<file path="src/rtl/jk_excitation_driver_if.sv">
// Bus between a target source, the JK excitation driver and the JK register bank it commands.
// The slave modport is the driver's view; master is the view of the source plus bank.
interface jk_excitation_driver_if #(
  parameter int WIDTH     = 8,
  parameter int ERR_CNT_W = 8
);
  logic [WIDTH-1:0]     tgt_data;
  logic                 tgt_valid;
  logic                 tgt_ready;
  logic [WIDTH-1:0]     j;
  logic [WIDTH-1:0]     k;
  logic [WIDTH-1:0]     q_fb;
  logic                 busy;
  logic                 done;
  logic                 mismatch;
  logic [WIDTH-1:0]     mismatch_bits;
  logic [ERR_CNT_W-1:0] err_cnt;

  modport slave (
    input  tgt_data, tgt_valid, q_fb,
    output tgt_ready, j, k, busy, done, mismatch, mismatch_bits, err_cnt
  );

  modport master (
    output tgt_data, tgt_valid, q_fb,
    input  tgt_ready, j, k, busy, done, mismatch, mismatch_bits, err_cnt
  );
endinterface

</file>
<file path="src/rtl/jk_excitation_driver.sv">
// Turns a requested next state into one cycle of J/K commands for an external JK bank,
// then reads the bank back and reports/counts any bits that missed the target.
module jk_excitation_driver #(
  parameter int WIDTH     = 8,
  parameter int XFILL     = 0,
  parameter int ERR_CNT_W = 8
) (
  input logic clk,
  input logic rst,
  jk_excitation_driver_if.slave bus
);

  typedef enum logic [1:0] {
    IDLE  = 2'd0,
    DRIVE = 2'd1,
    CHECK = 2'd2
  } state_t;

  state_t               state_reg, state_next;
  logic                 ready;
  logic                 accept;
  logic                 check_now;
  logic [WIDTH-1:0]     j_calc, k_calc;
  logic [WIDTH-1:0]     diff;
  logic [WIDTH-1:0]     tgt_reg;
  logic [WIDTH-1:0]     j_reg, k_reg;
  logic                 done_reg;
  logic                 mismatch_reg;
  logic [WIDTH-1:0]     mismatch_bits_reg;
  logic [ERR_CNT_W-1:0] err_cnt_reg;

  // Per-bit excitation from current Q (c) and requested Q (t).
  for (genvar gi = 0; gi < WIDTH; gi++) begin : g_exc
    if (XFILL == 0) begin : g_hold_fill
      assign j_calc[gi] = ~bus.q_fb[gi] & bus.tgt_data[gi];
      assign k_calc[gi] = bus.q_fb[gi] & ~bus.tgt_data[gi];
    end else begin : g_toggle_fill
      assign j_calc[gi] = bus.q_fb[gi] | bus.tgt_data[gi];
      assign k_calc[gi] = ~(bus.q_fb[gi] & bus.tgt_data[gi]);
    end
  end

  assign ready = (state_reg == IDLE) & ~rst;
  assign diff  = tgt_reg ^ bus.q_fb;

  always_comb begin
    state_next = state_reg;
    accept     = 1'b0;
    check_now  = 1'b0;
    case (state_reg)
      IDLE: begin
        if (bus.tgt_valid && ready) begin
          accept     = 1'b1;
          state_next = DRIVE;
        end
      end
      DRIVE: state_next = CHECK;
      CHECK: begin
        check_now  = 1'b1;
        state_next = IDLE;
      end
      default: state_next = IDLE;
    endcase
  end

  always_ff @(posedge clk) begin
    if (rst) begin
      state_reg         <= IDLE;
      tgt_reg           <= '0;
      j_reg             <= '0;
      k_reg             <= '0;
      done_reg          <= 1'b0;
      mismatch_reg      <= 1'b0;
      mismatch_bits_reg <= '0;
      err_cnt_reg       <= '0;
    end else begin
      state_reg <= state_next;
      done_reg  <= check_now;
      // Commands exist only for the DRIVE cycle; everywhere else the bank holds.
      if (accept) begin
        tgt_reg <= bus.tgt_data;
        j_reg   <= j_calc;
        k_reg   <= k_calc;
      end else begin
        j_reg <= '0;
        k_reg <= '0;
      end
      if (check_now) begin
        mismatch_bits_reg <= diff;
        mismatch_reg      <= |diff;
        if ((|diff) && (err_cnt_reg != {ERR_CNT_W{1'b1}})) begin
          err_cnt_reg <= err_cnt_reg + 1'b1;
        end
      end
    end
  end

  assign bus.tgt_ready     = ready;
  assign bus.busy          = (state_reg != IDLE);
  assign bus.j             = j_reg;
  assign bus.k             = k_reg;
  assign bus.done          = done_reg;
  assign bus.mismatch      = mismatch_reg;
  assign bus.mismatch_bits = mismatch_bits_reg;
  assign bus.err_cnt       = err_cnt_reg;

endmodule

</file>
<file path="src/flat_wrapper.sv">
// flat-port wrapper written by rule: the top's interface ports become plain ports
module jk_excitation_driver_flat 
#(
  parameter int WIDTH     = 8,
  parameter int XFILL     = 0,
  parameter int ERR_CNT_W = 8
)
  (clk, rst, bus_tgt_data, bus_tgt_valid, bus_q_fb, bus_tgt_ready, bus_j, bus_k, bus_busy, bus_done, bus_mismatch, bus_mismatch_bits, bus_err_cnt);
  jk_excitation_driver_if #(.WIDTH(WIDTH), .ERR_CNT_W(ERR_CNT_W)) bus_i ();
  input logic clk;
  input logic rst;
  input wire logic [$bits(bus_i.tgt_data)-1:0] bus_tgt_data;
  input wire logic [$bits(bus_i.tgt_valid)-1:0] bus_tgt_valid;
  input wire logic [$bits(bus_i.q_fb)-1:0] bus_q_fb;
  output wire logic [$bits(bus_i.tgt_ready)-1:0] bus_tgt_ready;
  output wire logic [$bits(bus_i.j)-1:0] bus_j;
  output wire logic [$bits(bus_i.k)-1:0] bus_k;
  output wire logic [$bits(bus_i.busy)-1:0] bus_busy;
  output wire logic [$bits(bus_i.done)-1:0] bus_done;
  output wire logic [$bits(bus_i.mismatch)-1:0] bus_mismatch;
  output wire logic [$bits(bus_i.mismatch_bits)-1:0] bus_mismatch_bits;
  output wire logic [$bits(bus_i.err_cnt)-1:0] bus_err_cnt;
  assign bus_i.tgt_data = bus_tgt_data;
  assign bus_i.tgt_valid = bus_tgt_valid;
  assign bus_i.q_fb = bus_q_fb;
  assign bus_tgt_ready = bus_i.tgt_ready;
  assign bus_j = bus_i.j;
  assign bus_k = bus_i.k;
  assign bus_busy = bus_i.busy;
  assign bus_done = bus_i.done;
  assign bus_mismatch = bus_i.mismatch;
  assign bus_mismatch_bits = bus_i.mismatch_bits;
  assign bus_err_cnt = bus_i.err_cnt;
  jk_excitation_driver #(.WIDTH(WIDTH), .XFILL(XFILL), .ERR_CNT_W(ERR_CNT_W)) u_core (.clk(clk), .rst(rst), .bus(bus_i));
endmodule
</file>
<file path="config.mk">
export PLATFORM = sky130hd
export DESIGN_NAME = jk_excitation_driver_flat
export DESIGN_NICKNAME = d
export VERILOG_FILES = /design/src/rtl/jk_excitation_driver_if.sv /design/src/rtl/jk_excitation_driver.sv /design/src/flat_wrapper.sv
export SDC_FILE = /design/constraint.sdc
export NUM_CORES = 1
export LEC_CHECK = 0
export CAP_MARGIN = 20
export CORE_ASPECT_RATIO = 0.8
export CORE_MARGIN = 5
export CORE_UTILIZATION = 48
export DETAILED_ROUTE_END_ITERATION = 16
export PLACE_DENSITY = 0.84
export RECOVER_POWER = 100
export SLEW_MARGIN = 0
export SYNTH_ARGS = -nofsm -noshare
export SYNTH_HDL_FRONTEND = slang
export SYNTH_SLANG_ARGS = --single-unit
export TNS_END_PERCENT = 5
</file>
<file path="constraint.sdc">
create_clock -name clk -period 3.1 [get_ports clk]
set_input_delay 0.31 -clock clk [delete_from_list [all_inputs] [get_ports clk]]
set_output_delay 0.31 -clock clk [all_outputs]
set_load 0.01 [all_outputs]
</file>
# Yosys cells after proc, flatten, opt, wreduce, memory -nomap -nowiden
# Index checks and enable logic that the tools add are counted.
word_totals:
  register_bits: 44
  output_inout_bits: 36
  wordCells: 61
op_classes:
  n_addsub: 1
  eq_ne: 4
  n_mux: 5
  bitwise_logic: 36
  n_reduce_logical: 7
op_table:
  columns: ["cell", "count"]
  rows:
  - ["$not A1 Y1", 18]
  - ["$and A1 B1 Y1", 17]
  - ["$add A8 B1 Y8 const B", 1]
  - ["$ne A8 B8 Y1 const B", 1]
  - ["$reduce_or A8 Y1", 1]
  - ["$xor A8 B8 Y8", 1]
  - ["$pmux W2 S2", 1]
  - ["$mux W1", 3]
  - ["$eq A2 B1 Y1 const B", 1]
  - ["$eq A2 B2 Y1 const B", 1]
  - ["$logic_and A1 B1 Y1", 2]
  - ["$logic_not A2 Y1", 1]
  - ["$mux W2", 1]
  - ["$ne A2 B2 Y1 const B", 1]
  - ["$reduce_and A2 Y1", 1]
  - ["$reduce_bool A2 Y1", 1]
  - ["$reduce_or A2 Y1", 1]

# Longest topological paths before layout
logic_depth:
  depth_word: 7
  ltp_mapped: 7
  mapped_depth_nobuf: 6

# Worst setup path before layout
# OpenSTA, ideal clock, no wires.
synth_timing:
  path_kind: "register -> register"
  startpoint: "register u_core.err_cnt_reg[0], in the netlist u_core.bus.err_cnt[0]"
  endpoint: "register u_core.err_cnt_reg[7], in the netlist u_core.bus.err_cnt[7]"
  setup_ps: 121
  t_arrival_ps: 1793
  required_ps: 2979
  path_slack_ps: 1185
  path_stages_with_launch: 8
  path_buffers: 1
  period_less_slack_ps: 1915
  path_cell_list: "dfxtp_1 > ha_1 > nand2_4 > nor2_2 > and3_4 > buf_6 > or4_4 > mux2_4"
synth_via:
  elab_chain_len: 3
  word_cells_on_any_way: 4
  classes_between: "add/sub (1); eq/ne (1); reduce/logical (2)"
synth_lines:
  columns: ["element", "line_no", "text"]
  rows:
  - ["start, declared", "jk_excitation_driver.sv:30", "logic [ERR_CNT_W-1:0] err_cnt_reg;"]
  - ["start signal, assigned", "jk_excitation_driver.sv:92", "err_cnt_reg <= err_cnt_reg + 1'b1;"]
  - ["parallel branches: the longest is 3 deep, another holds $add A8 B1 Y8", null, null]
# Parallel ways; which one is timed is not known.
# A chain may end at the register's enable or synchronous reset.

# Final worst setup path
layout_timing:
  startpoint: "input port rst"
  endpoint: "register u_core.tgt_reg[6]"
layout_via:
  elab_chain_len: 5
layout_lines:
  columns: ["element", "line_no", "text"]
  rows:
  - ["start, declared", "flat_wrapper.sv:11", "input logic rst;"]
  - ["$not A1 Y1", "jk_excitation_driver.sv:43", "assign ready = (state_reg == IDLE) & ~rst;"]
  - ["$and A1 B1 Y1", "jk_excitation_driver.sv:43", null]
  - ["$logic_and A1 B1 Y1", "jk_excitation_driver.sv:52", "if (bus.tgt_valid && ready) begin"]
  - ["$mux W1", "jk_excitation_driver.sv:52", null]
  - ["$mux W1", "jk_excitation_driver.sv:50", "case (state_reg)"]
  - ["end signal, assigned", "jk_excitation_driver.sv:81", "tgt_reg <= bus.tgt_data;"]
  - ["end, declared", "jk_excitation_driver.sv:25", "logic [WIDTH-1:0] tgt_reg;"]
# Parallel ways exist; a longest one is shown, timed or not.

==> metrics <==
Yosys top cell by area dfxtp_1; Mapped Cells 168; Max Freq 452 MHz; critical path's most frequent cell nand2_1; register area 881 um^2; layout cells sized above 1 0.0804; synthesis-to-finish area growth 39.8%; pwr/cell area 467 mW/mm^2; HP Class reg2reg; crit path from rst; core area 0.00338 mm^2; Inserted Diodes 0; Layout Skew 6.03 ps; syn avg cell area 9.77 um^2; # hold bufs at CTS 0; Final period util 0.714; Hold Crit Start u_core.state_reg[1]; VDD IR-drop max 0.000338 V; status completed; CP startpoint kind primary input; Worst Path Required 3330 ps; vias in the first global route 1246; Cell variety after synth 35; Clk Latency, worst-skew pair 300 ps; Arr. time, crit path 2440 ps; Sum Neg Setup Slack 0 ps; IO Port Bufs 54; DIE WIDTH 75.4 um; initial antenna violation count 0; Final Hold Fails 0; ys flop type dfxtp_1; WL/cell 13.3 um; Final setup viols 0; Rows 19; fin. max-slew vios 0; CP max-delay cell clkbuf_1; M1 WL 1670 um; Clk pin slew, worst setup/hold paths 70 ps; CTS H-Tree Depth 2; Starting Density 0.486; number of cells upsized or downsized after cts 0; number of I/O pins 55; worst-path cell chain dlygate4sd3_1 -> buf_4 -> nor2_1 -> nand2_1 -> clkbuf_1 -> nand2_1 -> a21oi_1; clock root buffer clkbuf_8; highest metal used met4; DPL Wire Length 2570 um; drt total wl 3540 um; Top delay family on crit path buffers and inverters; Fill cells 286; main combinational cell family by area after synthesis simple AND/OR/NAND/NOR gates; TritonCTS Buffers 5; Post-synth EDFFs 0; DR pass1 iterations 4; Simple-Gate Fraction of Synth Area 0.254; critical path class in2reg; Synth async-reset ratio 0; CP max FO 31; Yosys warnings 0; hold depth 1; routed wl met2 1570 um; RSZ-0062 raised after global routing false; first-pass GRT wire length 5960 um; die area 0.00470 mm^2; post-synthesis adder-cell area fraction 0.00762; DRC 0; endpoint class of the critical path flop; final net count 243; antenna-violating nets left 0; Setup Fix Bufs, Post-CTS 0; Bufs and invs on worst path 3; ranking of synthesized cells by area dfxtp_1 (54%), nor3b_1 (7.8%), nand2_1 (4.6%); compound-cell area share of the yosys netlist 0.102; Rel. slew slack 0.569; TritonCTS sink count 44; Max clock buf depth 2; global placement routability congestion 0.750; R2R Path Start u_core.bus.err_cnt[0]; r2r worst-path depth 6; CTS tree built; WHS 459 ps; sequential share of the synthesized area 0.537; P_leak 0.896 nW; Die Span Y 62.3 um; Crit path depth 7; via count 1334; top cell type's share of synthesized area 0.537; CP max stage delay 550 ps; grt ovf 0; dpl cells 258; syn_nets 188; register bit total from synthesis 44; xor-xnor portion of the synthesized cell area 0.0427; Slew @ Worst Pin 646 ps; DR WL met3 222 um; Layout Cells excl Fill 266; maxcap violations 0; DR vias/cell 5.02; post-synthesis mux area share 0.0229; Tmin final 2210 ps; GRT Total Usage 0.166; Synth Cell Area 0.00164 mm^2; pin count of the biggest net entering global routing 32; area of the multi-input gates 701 um^2; Starting DRT DRC Count 70
==> final cells by class <==
type / instances / area share
Sequential cell: 44 / 0.384
Multi-Input combinational cell: 112 / 0.305
Timing Repair Buffer: 57 / 0.244
Clock buffer: 8 / 0.0393
Tap cell: 42 / 0.0229
Inverter: 3 / 0.00491
==> cell usage after synthesis (all sizes together) (3+ instances only) <==
cell     n
a21oi   13
nor2    14
mux2     3
nand2   21
nand4    3
nor3b   17
dfxtp   44
o21ai    3
nor2b    4
clkbuf   7
a211oi   8
xnor2    8
==> path summary, 6_finish.rpt <==
check                                             end  slack (ps)
worst min-delay path              u_core.state_reg[1]         460
worst min register to register    u_core.state_reg[1]         460
worst max register to register  u_core.bus.err_cnt[7]        1190
worst max-delay path                u_core.tgt_reg[6]         890
==> per-layer routing <==
layer  global-route usage  vias to the layer above
met3               0.0500                        8
li1                     -                      690
met2                0.232                       29
met5                    0                        -
met1                0.227                      607
met4               0.0852                        0
==> cell usage in the layout (no fill, tap or decap), drive strengths merged <==
| cell type | n |
|---|---|
| o31a | 1 |
| nor3 | 2 |
| nand2 | 21 |
| or3 | 2 |
| nor4b | 1 |
| dfxtp | 44 |
| nor2b | 4 |
| and3 | 1 |
| ha | 1 |
| mux2 | 3 |
| o31ai | 2 |
| or4 | 2 |
| nand2b | 1 |
| nand3 | 2 |
| a21oi | 13 |
| nor3b | 17 |
| or2 | 1 |
| buf | 2 |
| clkbuf | 9 |
| nor4 | 1 |
| xnor2 | 8 |
| a211oi | 8 |
| nor2 | 14 |
| o21ai | 3 |
| dlygate4sd3 | 38 |
| clkinv | 1 |
| or3b | 1 |
| nand4 | 3 |
| inv | 2 |
| clkdlybuf4s50 | 16 |
==> metrics by stage <==
step / worst slack (ps) / cell area (um^2) / utilization / power (W)
global route: 719 / 2290 / 0.680 / 0.00111
detailed placement: 841 / 2210 / 0.655 / 0.000729
floorplan: 1190 / 1640 / - / 0.000660
global placement: 860 / 2210 / 0.655 / 0.000727
finish: 886 / 2290 / 0.680 / 0.00107
CTS: 1120 / 2300 / 0.682 / 0.00109
==> report_power, final <==
group / switching (W) / internal [W]
clock: 0.000181 / 0.000182
combinational: 0.0000564 / 0.0000605
sequential: 0.00000844 / 0.000583
==> cells by family after synthesis <==
logic type / Yosys count
simple gates: 73
mux: 3
compound gates: 27
buf+inv: 12
xor+xnor: 8
flops: 44
fa+ha+maj: 1
No activity file was read; power rests on OpenSTA's default activity.
